[src/rtl/axi4_lite_reg_bank.sv]
// AXI4-lite slave exposing NUM_REGS read/write registers, with byte strobes,
// independent AW/W acceptance and a one-cycle read path.
module axi4_lite_reg_bank #(
  parameter int DATA_WIDTH = 32,
  parameter int NUM_REGS   = 8
) (
  input  logic                           aclk,
  input  logic                           aresetn,
  input  logic [31:0]                    awaddr,
  input  logic                           awvalid,
  output logic                           awready,
  input  logic [DATA_WIDTH-1:0]          wdata,
  input  logic [DATA_WIDTH/8-1:0]        wstrb,
  input  logic                           wvalid,
  output logic                           wready,
  output logic [1:0]                     bresp,
  output logic                           bvalid,
  input  logic                           bready,
  input  logic [31:0]                    araddr,
  input  logic                           arvalid,
  output logic                           arready,
  output logic [DATA_WIDTH-1:0]          rdata,
  output logic [1:0]                     rresp,
  output logic                           rvalid,
  input  logic                           rready,
  output logic [NUM_REGS*DATA_WIDTH-1:0] regs_o
);

  localparam int ADDR_WIDTH = 32;
  localparam int STRB_WIDTH = DATA_WIDTH / 8;
  localparam int IDX_W      = (NUM_REGS > 1) ? $clog2(NUM_REGS) : 1;
  localparam logic [ADDR_WIDTH-1:0] ADDR_LIMIT = ADDR_WIDTH'(NUM_REGS * 4);
  localparam logic [1:0] RESP_OKAY   = 2'b00;
  localparam logic [1:0] RESP_SLVERR = 2'b10;

  logic [DATA_WIDTH-1:0] regs [NUM_REGS];

  logic                  aw_held;
  logic [IDX_W-1:0]      aw_idx_q;
  logic                  aw_ok_q;
  logic                  w_held;
  logic [DATA_WIDTH-1:0] wdata_q;
  logic [STRB_WIDTH-1:0] wstrb_q;

  logic [IDX_W-1:0]      ar_idx;
  logic                  ar_ok;
  logic                  commit;

  assign awready = !aw_held && !bvalid;
  assign wready  = !w_held && !bvalid;
  assign arready = !rvalid;
  assign commit  = aw_held && w_held;

  assign ar_idx = araddr[2 +: IDX_W];
  assign ar_ok  = (araddr < ADDR_LIMIT);

  // Write path: the range decision is made when AW is accepted, so the
  // commit edge only needs the stored index and flag.
  always_ff @(posedge aclk or negedge aresetn) begin
    if (!aresetn) begin
      aw_held  <= 1'b0;
      aw_idx_q <= '0;
      aw_ok_q  <= 1'b0;
      w_held   <= 1'b0;
      wdata_q  <= '0;
      wstrb_q  <= '0;
      bvalid   <= 1'b0;
      bresp    <= RESP_OKAY;
      for (int i = 0; i < NUM_REGS; i++) begin
        regs[i] <= '0;
      end
    end else begin
      if (awvalid && awready) begin
        aw_held  <= 1'b1;
        aw_idx_q <= awaddr[2 +: IDX_W];
        aw_ok_q  <= (awaddr < ADDR_LIMIT);
      end
      if (wvalid && wready) begin
        w_held  <= 1'b1;
        wdata_q <= wdata;
        wstrb_q <= wstrb;
      end
      if (commit) begin
        aw_held <= 1'b0;
        w_held  <= 1'b0;
        bvalid  <= 1'b1;
        bresp   <= aw_ok_q ? RESP_OKAY : RESP_SLVERR;
        if (aw_ok_q) begin
          for (int k = 0; k < STRB_WIDTH; k++) begin
            if (wstrb_q[k]) begin
              regs[aw_idx_q][8*k +: 8] <= wdata_q[8*k +: 8];
            end
          end
        end
      end else if (bvalid && bready) begin
        bvalid <= 1'b0;
      end
    end
  end

  // Read path samples regs before any same-edge commit lands.
  always_ff @(posedge aclk or negedge aresetn) begin
    if (!aresetn) begin
      rvalid <= 1'b0;
      rdata  <= '0;
      rresp  <= RESP_OKAY;
    end else begin
      if (arvalid && arready) begin
        rvalid <= 1'b1;
        rdata  <= ar_ok ? regs[ar_idx] : '0;
        rresp  <= ar_ok ? RESP_OKAY : RESP_SLVERR;
      end else if (rvalid && rready) begin
        rvalid <= 1'b0;
      end
    end
  end

  for (genvar gi = 0; gi < NUM_REGS; gi++) begin : g_regs_o
    assign regs_o[gi*DATA_WIDTH +: DATA_WIDTH] = regs[gi];
  end

endmodule

[config.mk]
export PLATFORM = sky130hd
export DESIGN_NAME = axi4_lite_reg_bank
export DESIGN_NICKNAME = d
export VERILOG_FILES = /design/src/rtl/axi4_lite_reg_bank.sv
export SDC_FILE = /design/constraint.sdc
export NUM_CORES = 1
export LEC_CHECK = 0
export BUFFER_PORTS_ARGS = -buffer_cell sky130_fd_sc_hd__buf_2
export CORE_UTILIZATION = 57
export DETAILED_ROUTE_END_ITERATION = 10
export PLACE_DENSITY = 0.95
export SYNTH_ARGS = -nofsm -noshare
export SYNTH_HDL_FRONTEND = slang
export SYNTH_SLANG_ARGS = --single-unit
[constraint.sdc]
create_clock -name aclk -period 4.2 [get_ports aclk]
set_input_delay 0.21 -clock aclk [delete_from_list [all_inputs] [get_ports aclk]]
set_output_delay 0.21 -clock aclk [all_outputs]
set_load 0.01 [all_outputs]
Word level (Yosys, flattened, before mapping)
Cells that the tools add are included.
{ "op_classes": {"magnitude_cmp": 5, "n_mux": 36, "n_bitwise": 2, "reduce_logical": 18} }
{ "op_table": {"columns": ["operator", "n"], "rows": [
  ["two-way mux 256 bit", 10],
  ["bitwise mux 256 bit", 4],
  ["demux 32 bit (select 3 bit)", 4],
  ["two-way mux 32 bit", 4],
  ["binary-select mux 32 bit (select 3 bit)", 1],
  ["less-than comparator 32 x 6 -> 1 bit, second input constant", 2],
  ["two-way mux 24 bit", 1],
  ["two-way mux 16 bit", 1],
  ["logical AND 1 bit", 9],
  ["greater-or-equal comparator 4 bit, second input constant", 2],
  ["two-way mux 1 bit", 8],
  ["two-way mux 8 bit", 1],
  ["NOT 3 -> 4 bit", 2],
  ["nonzero test 2 bit", 4],
  ["zero test 1 bit", 4],
  ["less-than comparator 4 x 1 -> 1 bit, second input constant", 1],
  ["two-way mux 2 bit", 2],
  ["AND reduction 2 bit", 1]
]} }
{ "word_totals": {"ff_bits": 336, "in_bits": 107, "output_inout_bits": 297, "elab_cells": 80} }

Longest topological paths before layout
Gate-level depths: netlist of the first run.
{ "depth": {"ltp_word": 19, "ltp_mapped": 6, "mapped_depth_nobuf": 4} }

Worst setup path before layout of the first run
Ideal clock, no wire load.
{ "synth_path": {"path_type": "register -> register", "startpoint": "reg aw_idx_q[1]", "endpoint": "reg regs, in the netlist regs_o[56]", "setup_ns": 0.125, "arrival_time_ns": 1.650, "required_time_ns": 4.075, "setup_slack_ns": 2.424, "path_stages_with_launch": 7, "n_path_buf": 3, "period_less_slack_ns": 1.776, "cell_sequence": "dfrtp_1 clkbuf_1 or3b_1 buf_2 or2_1 buf_6 mux2_4"} }
{ "synth_between": {"elab_chain_len": 16, "elab_cells_between_ends": 23, "classes_between": "2 x order compare; 19 x mux; 1 x bitwise; 1 x reduce/logical"} }
{ "synth_rtl": {"columns": ["element", "line_no", "source"], "rows": [
  ["start: declaration", "39", "logic [IDX_W-1:0] aw_idx_q;"],
  ["start signal: assignment", "75", "aw_idx_q <= awaddr[2 +: IDX_W];"],
  ["NOT 3 -> 4 bit (implied by the code) (*)", "91", "regs[aw_idx_q][8*k +: 8] <= wdata_q[8*k +: 8];"],
  ["demux 32 bit (select 3 bit)", "91", null],
  ["bitwise mux 256 bit", "91", null],
  ["two-way mux 256 bit", "90", "if (wstrb_q[k]) begin"],
  ["two-way mux 256 bit", "88", "if (aw_ok_q) begin"],
  ["two-way mux 256 bit", "83", "if (commit) begin"],
  ["bitwise mux 256 bit", "91", null],
  ["two-way mux 256 bit", "90", null],
  ["two-way mux 256 bit", "88", null],
  ["two-way mux 256 bit", "83", null],
  ["bitwise mux 256 bit", "91", null],
  ["two-way mux 256 bit", "90", null],
  ["two-way mux 256 bit", "88", null],
  ["two-way mux 256 bit", "83", null],
  ["bitwise mux 256 bit", "91", null],
  ["two-way mux 256 bit (*)", "90", null],
  ["end signal: indexed assignment", "91", null],
  ["end: declaration", "36", "logic [DATA_WIDTH-1:0] regs [NUM_REGS];"]
]} }
Mark *: on every way between the ends. The rest lies on a longest branch, timed or not. The select of a mux whose other input is x is not followed.
A chain may end at the register's enable or synchronous reset.

Final worst setup path of the first run
{ "layout_path": {"startpoint": "reg w_held", "endpoint": "reg wdata_q[23]"} }
{ "layout_between": {"elab_chain_len": 3} }
{ "layout_rtl": {"columns": ["element", "line_no", "source"], "rows": [
  ["start: declaration", "41", "logic w_held;"],
  ["start signal: assignment", "64", "w_held <= 1'b0;"],
  ["start signal: assignment", "79", "w_held <= 1'b1;"],
  ["start signal: assignment", "85", "w_held <= 1'b0;"],
  ["zero test 1 bit", "50", "assign wready = !w_held && !bvalid;"],
  ["logical AND 1 bit", "50", null],
  ["logical AND 1 bit", "78", "if (wvalid && wready) begin"],
  ["end signal: assignment", "80", "wdata_q <= wdata;"],
  ["end: declaration", "42", "logic [DATA_WIDTH-1:0] wdata_q;"]
]} }
No other way between the ends.

==> impl_metrics.ini, run 1 <==
[power]
p_per_area_nw_per_um2 = 416
power_frac_seq_pct = 50.6
pwr-share-clk_pct = 39.1
leakagePower_uw = 0.00974
share_comb_of_total_power_pct = 10.3
p_switching_uw = 2120
p_sw_share_pct = 27.7
max-vdd-ir-drop_mv = 0.406
intPower_uw = 5530

[placed_design]
io_buffer_count = 397
pre_cts_ws_ps = 1870
place_inst = 1611
gp_congestion = 0.906
dp_hpwl_um = 28200

[critical_path]
critPathLaunchType = flip-flop
cpLargestDelayFamily = simple AND/OR/NAND/NOR gates
crit_path_max_fanout = 19
slowest_delay_ps = 630
rr_endpoint = wdata_q[23]
rr_startpoint = w_held
cp.depth = 4
ff2ff_path_depth = 4
critPathBufInv = 1
critPathArrivalTime_ps = 2650
r2r_slack_ps = 1930
cp-end-kind = flip-flop
crit_required_ps = 4580
slowest_stage = and2_2
crit_type = flip-flop to flip-flop
path_cells = nor2_1 -> and2_2 -> buf_4 -> mux2_2

[grt]
grt_overflow_total = 0
antenna_found_initial = 0
grt_pass1_vias = 11200
grt_max_degree = 116
grt_pass1_wl_um = 67900
grt_usage_pct = 34.7

[floorplan]
die_h_um = 162
initial_core_util_pct = 58.0
die_w_um = 162
coreArea_um2 = 25100
num_rows = 58
io_pins = 404
dieArea_um2 = 26200

[timing]
slew_headroom_pct = 29.9
post-route-period-util_pct = 54.1
drv_slew = 0
fin_crit_ps = 2270
tightestPinTransition_ps = 1050
finClkSkew_ps = 14.8
tns_ps = 0
fmax_mhz = 440
fin_ws_ps = 1930
finalHoldViolCount = 0
rsz0062_at_grt = false
setup_violations = 0

[yosys]
synth-seq-cells = 334
synth_edf_count = 0
synth.cell_area_um2 = 14600
synth_top_family_by_area = multiplexers
synth_compound_area_share_pct = 1.39
synth.area.top_cells = dfrtp_1 (57%), mux2_2 (22%), mux4_2 (9.9%), mux2i_1 (2.2%), mux2_4 (1.6%)
ys_types = 38
ys_async_sr_fraction_pct = 100
netlist_top_cells_count = dfrtp_1 (334), mux2_2 (279), mux4_2 (64)
synth_xor_area_share_pct = 0
synth_most_common_cell = dfrtp_1
ys_seq_area_share_pct = 57.4
avgSynthCellArea_um2 = 15.9
syn_inst = 915
synth_area_leader_cell = dfrtp_1
yosysWarnings = 0
yosysTopAreaCellShare_pct = 57.4
synth_ff_type = dfrtp_1
yosys.area_share.simple_pct = 4.29
synth_mux_area_share_pct = 35.3
synth_fa_ha_area_share_pct = 0

[clocking]
cts_hold_buf = 45
cts_inserted_buffers = 36
htree_levels = 2
cts_resized = 0
cts.clk_slew.worst_paths_ps = 60
cts_sinks = 334
cts_tree = built
root_buffer = clkbuf_16
cts_max_path_buffers = 3
cts_setup_buffers = 0
clk-insertion-delay-late_ps = 500

[min_path]
hold_class = input pin to flip-flop
min_to = aw_ok_q
worstHoldStart = awaddr[26]
min_path_cells = 4

[finish]
nets = 1471
antenna_cells = 0
drive_gt1_share_pct = 61.5
fin_cells = 1715
syn2layout_area_growth_pct = 26.3

[drt]
detail_route.first_pass.iterations = 7
vias_per_cell = 6.18
drcViolationCount = 0
antenna_left = 0
drt_wl_total_um = 44900
drt_iter0_markers = 817
vias = 10600
wl_per_cell_um = 26.2

[run_status]
status = completed

[job]
maxCapViolCount = 0
## sequential cells by signal, summed over array words and instances, names as in the netlist, 3 cells and up
signal    cells
wstrb_q       4
regs_o      256
wdata_q      32
aw_idx_q      3
rdata        32
## logic make-up (layout without fill, tap and decap cells)
group                  after synthesis  count (layout)
AO/OA/AOI/OAI                       39              39
buffers and inverters               45             514
flip-flops                         334             334
multiplexers                       391             391
other                                1               2
AND/OR/NAND/NOR                    105             105
## how the worst max path moves through the flow
stage / startpoint / endpoint / slack (ps)
6_report: w_held / wdata_q[23] / 1930
4_1_cts: w_held / wdata_q[12] / 1940
2_1_floorplan: aw_idx_q[1] / regs_o[56] / 2420
5_1_grt: w_held / wdata_q[12] / 1880
3_3_place_gp: araddr[2] / rdata[28] / 1940
3_5_place_dp: araddr[2] / rdata[29] / 1870
## per-layer routing
metal	GRT usage, %	vias to the layer above	wire (µm)
met5	0	-	0
met3	7.89	162	3400
met1	43.2	5507	16800
li1	-	4293	-
met2	57.4	636	22600
met4	17.4	0	2160
## worst min-delay path, stage by stage
cell and delay [ps]:
buf_2 70, nor4_1 30, nand4_1 90, o31ai_1 90
## placed cells by master, fill, tap and decap left out, types with 3 or more instances in the layout
cell type      instances
buf_2                394
buf_4                  9
clkbuf_1              10
clkbuf_16             37
clkbuf_8               7
clkinv_2               3
dfrtp_1              334
dlygate4sd3_1         45
inv_1                  4
mux2_2               279
mux2_4                16
mux2i_1               32
mux4_2                64
nand2_1               38
nand2_2                3
nand3b_1               3
nor2_1                 4
nor2_2                18
nor2_4                10
nor4_1                 9
o21ai_0                6
o21ai_1               30
or4_1                  3
## power by group through the flow
| stage | registers (µW) | clock network (µW) | logic [µW] |
|---|---|---|---|
| after floorplan | 3730 | 0 | 509 |
| after global placement | 3860 | 0 | 715 |
| after detailed placement | 3900 | 0 | 746 |
| after CTS | 3850 | 3030 | 783 |
| after global routing | 3920 | 3150 | 839 |
| final | 3870 | 2990 | 786 |
## final cells by class
class	count	area, µm²
inverter	4	15.0
fill	1527	6700
timing repair buffer	451	2540
tap	330	413
sequential	334	8360
multi-input combinational	537	5980
clock buffer	54	1060
clock inverter	5	32.5
## stage by stage
| stage | area, µm² | hold slack (ps) | utilization (%) | total power [µW] |
|---|---|---|---|---|
| floorplan | 14600 | -85.6 | - | 4240 |
| global placement | 16900 | 342 | 67.2 | 4580 |
| detailed placement | 16900 | 352 | 67.2 | 4650 |
| CTS | 18400 | 20.1 | 73.3 | 7660 |
| global route | 18400 | 48.5 | 73.3 | 7900 |
| finish | 18400 | 39.6 | 73.3 | 7650 |
(Power assumes the default switching activity.)
==> inputs of run 2 (changes only) <==
CORE_UTILIZATION = 53   (was 57)
PLACE_DENSITY = 0.9   (was 0.95)
clock period = 2.28 ns   (was 4.2 ns; I/O delays follow)
==> run 2 against run 1 <==
  * First-iteration DRC count fell by 6.9%
  * Critical path type is now input pin to flip-flop
  * Flip-flop and latch count stayed put
  * Combinational power increased by 91%
  * Largest cell class unchanged
  * Setup slack got worse by 1700 ps
  * Hold slack better by 23 ps
  * Largest power group unchanged
==> impl_metrics.ini, run 2 (same netlist as run 1, synthesis figures left out) <==
[run_status]
status = completed

[finish]
drive_gt1_share_pct = 62.3
nets = 1503
layout_commonest_cell = buf_2
layout_common_cells = buf_2 (394), dfrtp_1 (334), mux2_2 (279), mux4_2 (64), dlygate4sd3_1 (48)
largest_reg_flops = 256
final-seq-area_um2 = 8360
syn2layout_area_growth_pct = 28.9
multi_input_area_um2 = 5980
fillers = 1733

[timing]
finalHoldViolCount = 0
slew_headroom_pct = 56.6
fin_crit_ps = 2090
fmax_mhz = 478
post-route-period-util_pct = 91.8
tns_ps = 0
tightestPinTransition_ps = 651
setup_violations = 0
finClkSkew_ps = 9.44
rsz0062_at_grt = false
drv_slew = 0

[min_path]
hold_class = input pin to flip-flop
min_path_cells = 3

[placed_design]
io_buffer_count = 397
dp_hpwl_um = 28900
gp_congestion = 0.863

[power]
power_uw = 14400
leakagePower_uw = 0.00995
max-vdd-ir-drop_mv = 0.574
p_per_area_nw_per_um2 = 765

[critical_path]
path_cells = dlygate4sd3_1 -> buf_2 -> nor4_1 -> dlygate4sd3_1 -> nand4_1 -> dlygate4sd3_1 -> o31ai_1
crit_required_ps = 2690
crit_type = input pin to flip-flop
cpMostUsedCell = dlygate4sd3_1
cpLargestDelayFamily = buffers and inverters
cp-end-kind = flip-flop
critPathLaunchType = input pin
critPathArrivalTime_ps = 2500
cp.depth = 7
critPathBufInv = 4
slowest_delay_ps = 600
slowest_stage = dlygate4sd3_1
crit_path_max_fanout = 1
ff2ff_path_depth = 4

[floorplan]
dieArea_um2 = 28200
die_h_um = 168
die_w_um = 168
num_rows = 60
io_pins = 404
initial_core_util_pct = 54.1
coreArea_um2 = 27000

[grt]
grt_pass1_wl_um = 67300
grt_max_degree = 90
grt_usage_pct = 31.7
antenna_found_initial = 2
grt_pass1_vias = 11100
grt_overflow_total = 0

[clocking]
htree_levels = 2
cts_tree = built
root_buffer = clkbuf_16
cts_setup_buffers = 0
cts_max_path_buffers = 3
cts_inserted_buffers = 36
clk-insertion-delay-late_ps = 500
cts_sinks = 334
cts.clk_slew.worst_paths_ps = 60

[drt]
detail_route.first_pass.iterations = 5
wl_per_cell_um = 25.0
vias_per_cell = 5.98
drt_iter0_markers = 761
drcViolationCount = 0
antenna_left = 0
drt_wl_total_um = 44000
vias = 10600

[job]
maxCapViolCount = 0
## run 2: report_power, final
| group | internal (µW) | total (µW) | leakage, µW | switching, µW |
|---|---|---|---|---|
| clock | 3430 | 5740 | 0.000570 | 2310 |
| combinational | 719 | 1500 | 0.00481 | 784 |
| sequential | 6320 | 7130 | 0.00457 | 811 |
## run 2: per-stage QoR
| step | util, % | setup WS, ps | hold WS, ps | instance area (µm²) | std cells |
|---|---|---|---|---|---|
| 3_5_place_dp | 63.6 | 296 | 33.2 | 17100 | 1651 |
| 4_1_cts | 69.7 | 269 | 61.1 | 18800 | 1761 |
| 2_1_floorplan | - | 504 | -182 | 14600 | 916 |
| 3_3_place_gp | 63.6 | 307 | 32.3 | 17100 | 1651 |
| 6_report | 69.7 | 186 | 62.3 | 18800 | 1763 |
| 5_1_grt | 69.7 | 86.7 | 89.6 | 18800 | 1762 |
## run 2: worst paths after layout
path / end / from / slack [ps]
max: aw_ok_q / awaddr[26] / 190
min: aw_held / awvalid / 60
max reg2reg: regs_o[137] / w_held / 280
min reg2reg: rdata[12] / rdata[12] / 480
max in group asynchronous: rdata[27] / aresetn / 1310
min in group asynchronous: regs_o[83] / aresetn / 110
## run 2: layer usage
metal  track usage, %  vias up  part of all wire, %
li1                 -     4371                    -
met1             40.0     5469                   38
met2             53.1      569                   50
met3             7.17      141                  7.7
met4             13.3        0                  4.1
met5                0        -                    0
## run 2: layout make-up
type	count	area share, %
diodes	2	0.0266
clock inverters	8	0.500
multi-input cells	537	31.9
repair buffers	483	15.1
flip-flops and latches	334	44.5
inverters	4	0.0799
clock buffers	54	5.64
well taps	341	2.27
## run 2: what timing repair did
| action | CTS | global route |
|---|---|---|
| hold buffers | 48 | 0 |
| hold endpoints to repair | 336 | 0 |
| gates resized for setup | 0 | 0 |
## run 2: tightest hold or removal path, delay by kind of cell
family	cells	cell delay (ps)
compound gates	1	140
buf+inv	1	80
simple gates	1	180
==> inputs of run 3 (changes only) <==
CORE_MARGIN = 1.5   (was unset)
clock period = 2.15 ns   (was 2.28 ns; I/O delays follow)
==> run 3 against run 2 <==
  * First-iteration DRC count decreased by 5.1%
  * Flip-flop and latch count unchanged
  * Die area increased by 1.2%
  * Clock skew decreased by 0.51 ps
  * Critical endpoint is now regs_o[58]
  * Global-route usage decreased by 1.0 points
  * Largest cell class unchanged
  * Combinational power is 9% higher
  * Hold slack better by 1.9 ps
  * Cell count is 0.23% lower
==> impl_metrics.ini, run 3 (same netlist as run 1, synthesis figures left out) <==
[run_status]
status = completed

[floorplan]
dieArea_um2 = 28500
num_rows = 60
io_pins = 404
die_h_um = 169
initial_core_util_pct = 54.1
die_w_um = 169
coreArea_um2 = 27000

[clocking]
cts_tree = built
cts_inserted_buffers = 35
root_buffer = clkbuf_16
htree_levels = 2
clk-insertion-delay-late_ps = 500
cts.clk_slew.worst_paths_ps = 70
cts_setup_buffers = 0
cts_sinks = 334
cts_max_path_buffers = 3

[grt]
antenna_found_initial = 2
use_met2_pct = 51.1
grt_busiest_layer = met2
grt_overflow_total = 0
gr-usage-met1_pct = 40.3
grtUsageMet3_pct = 6.38
grt_usage_pct = 30.7
grt_pass1_wl_um = 65600
grt_pass1_vias = 10800
grt_max_degree = 77

[critical_path]
crit_required_ps = 2540
critPathLaunchType = flip-flop
crit_type = flip-flop to flip-flop
crit_path_max_fanout = 9
critPathArrivalTime_ps = 2450
cp-end-kind = flip-flop

[power]
pwr-share-clk_pct = 39.1
intPower_uw = 10900
power_frac_seq_pct = 50.0
p_sw_share_pct = 27.5
share_comb_of_total_power_pct = 10.9
p_per_area_nw_per_um2 = 804
p_switching_uw = 4150
leakagePower_uw = 0.00992
max-vdd-ir-drop_mv = 0.529

[placed_design]
gp_congestion = 0.818
io_buffer_count = 397
dpl_cell_area_um2 = 17200
place_inst = 1650
dp_hpwl_um = 28600

[timing]
finalHoldViolCount = 0
post-route-period-util_pct = 95.6
tns_ps = 0
drv_slew = 0
fmax_mhz = 487
fin_crit_ps = 2060
slew_headroom_pct = 53.3
tightestPinTransition_ps = 700
rsz0062_at_grt = false
setup_violations = 0
finClkSkew_ps = 8.93

[finish]
nets = 1501
fillers = 1744
utilization_pct = 69.6
layout_commonest_cell = buf_2
final-seq-area_um2 = 8360
drive_gt1_share_pct = 62.5
largest_reg_flops = 256
multi_input_area_um2 = 5990
syn2layout_area_growth_pct = 28.7
fin_area_um2 = 18800
layout_common_cells = buf_2 (394), dfrtp_1 (334), mux2_2 (279), mux4_2 (64), dlygate4sd3_1 (48)
fin_cells = 1759

[drt]
antenna_left = 0
detail_route.first_pass.iterations = 4
vias = 10400
drt_iter0_markers = 722
drcViolationCount = 0
vias_per_cell = 5.89
drt_wl_total_um = 43600
wl_per_cell_um = 24.8

[min_path]
hold_class = input pin to flip-flop

[job]
maxCapViolCount = 0
[run 3: cell count changes in the layout (fill, tap and decap cells not counted), sizes merged]
cell      before  now
clkbuf        54   49
clkinvlp       0    3
buf          435  434
bufinv         2    1
[run 3: final cells by class]
class	count	area share, %
inverters	4	0.0801
diodes	2	0.0267
well taps	341	2.27
repair buffers	482	15.2
clock buffers	49	5.50
multi-input cells	537	31.9
clock inverters	10	0.440
flip-flops and latches	334	44.6
[run 3: power by group through the flow]
stage               logic, µW  registers, µW  clock network, µW
floorplan                 995           7290                  0
global placement         1510           7550                  0
detailed placement       1560           7610                  0
CTS                      1630           7500               5980
global route             1740           7620               6210
finish                   1640           7550               5900
[run 3: worst paths after layout]
check | from | to | slack, ps | depth (start not counted)
min in group asynchronous | aresetn | rdata[23] | 110 | 2
worst min register to register | rdata[30] | rdata[30] | 480 | 2
worst min-delay path | awvalid | aw_held | 60 | 3
max in group asynchronous | aresetn | regs_o[35] | 1220 | 3
worst max register to register | aw_idx_q[2] | regs_o[58] | 90 | 3
worst max-delay path | aw_idx_q[2] | regs_o[58] | 90 | 3
[run 3: per-layer routing]
layer  routed length (µm)  up-vias
met3                 3110      109
met1                17300     5368
li1                     -     4341
met5                   10        -
met2                21800      548
met4                 1370        2
[run 3: through the flow]
stage               setup slack (ps)  hold slack, ps  total power (µW)
floorplan                        374            -188              8280
global placement                 118            53.0              9050
detailed placement               121            55.4              9170
CTS                              102            57.6             15100
global route                    8.55             126             15600
finish                          94.8            64.2             15100
[run 3: critical path, cell delays in order (launching register included)]
cell and delay [ps]:
dfrtp_1 450, or3b_1 540, or2_1 540, mux2_4 400
[run 3: timing repair]
item	CTS	global route
resized for setup	0	1
hold endpoints to repair	252	0
hold buffers	48	0
endpoints found under the setup margin	0	1
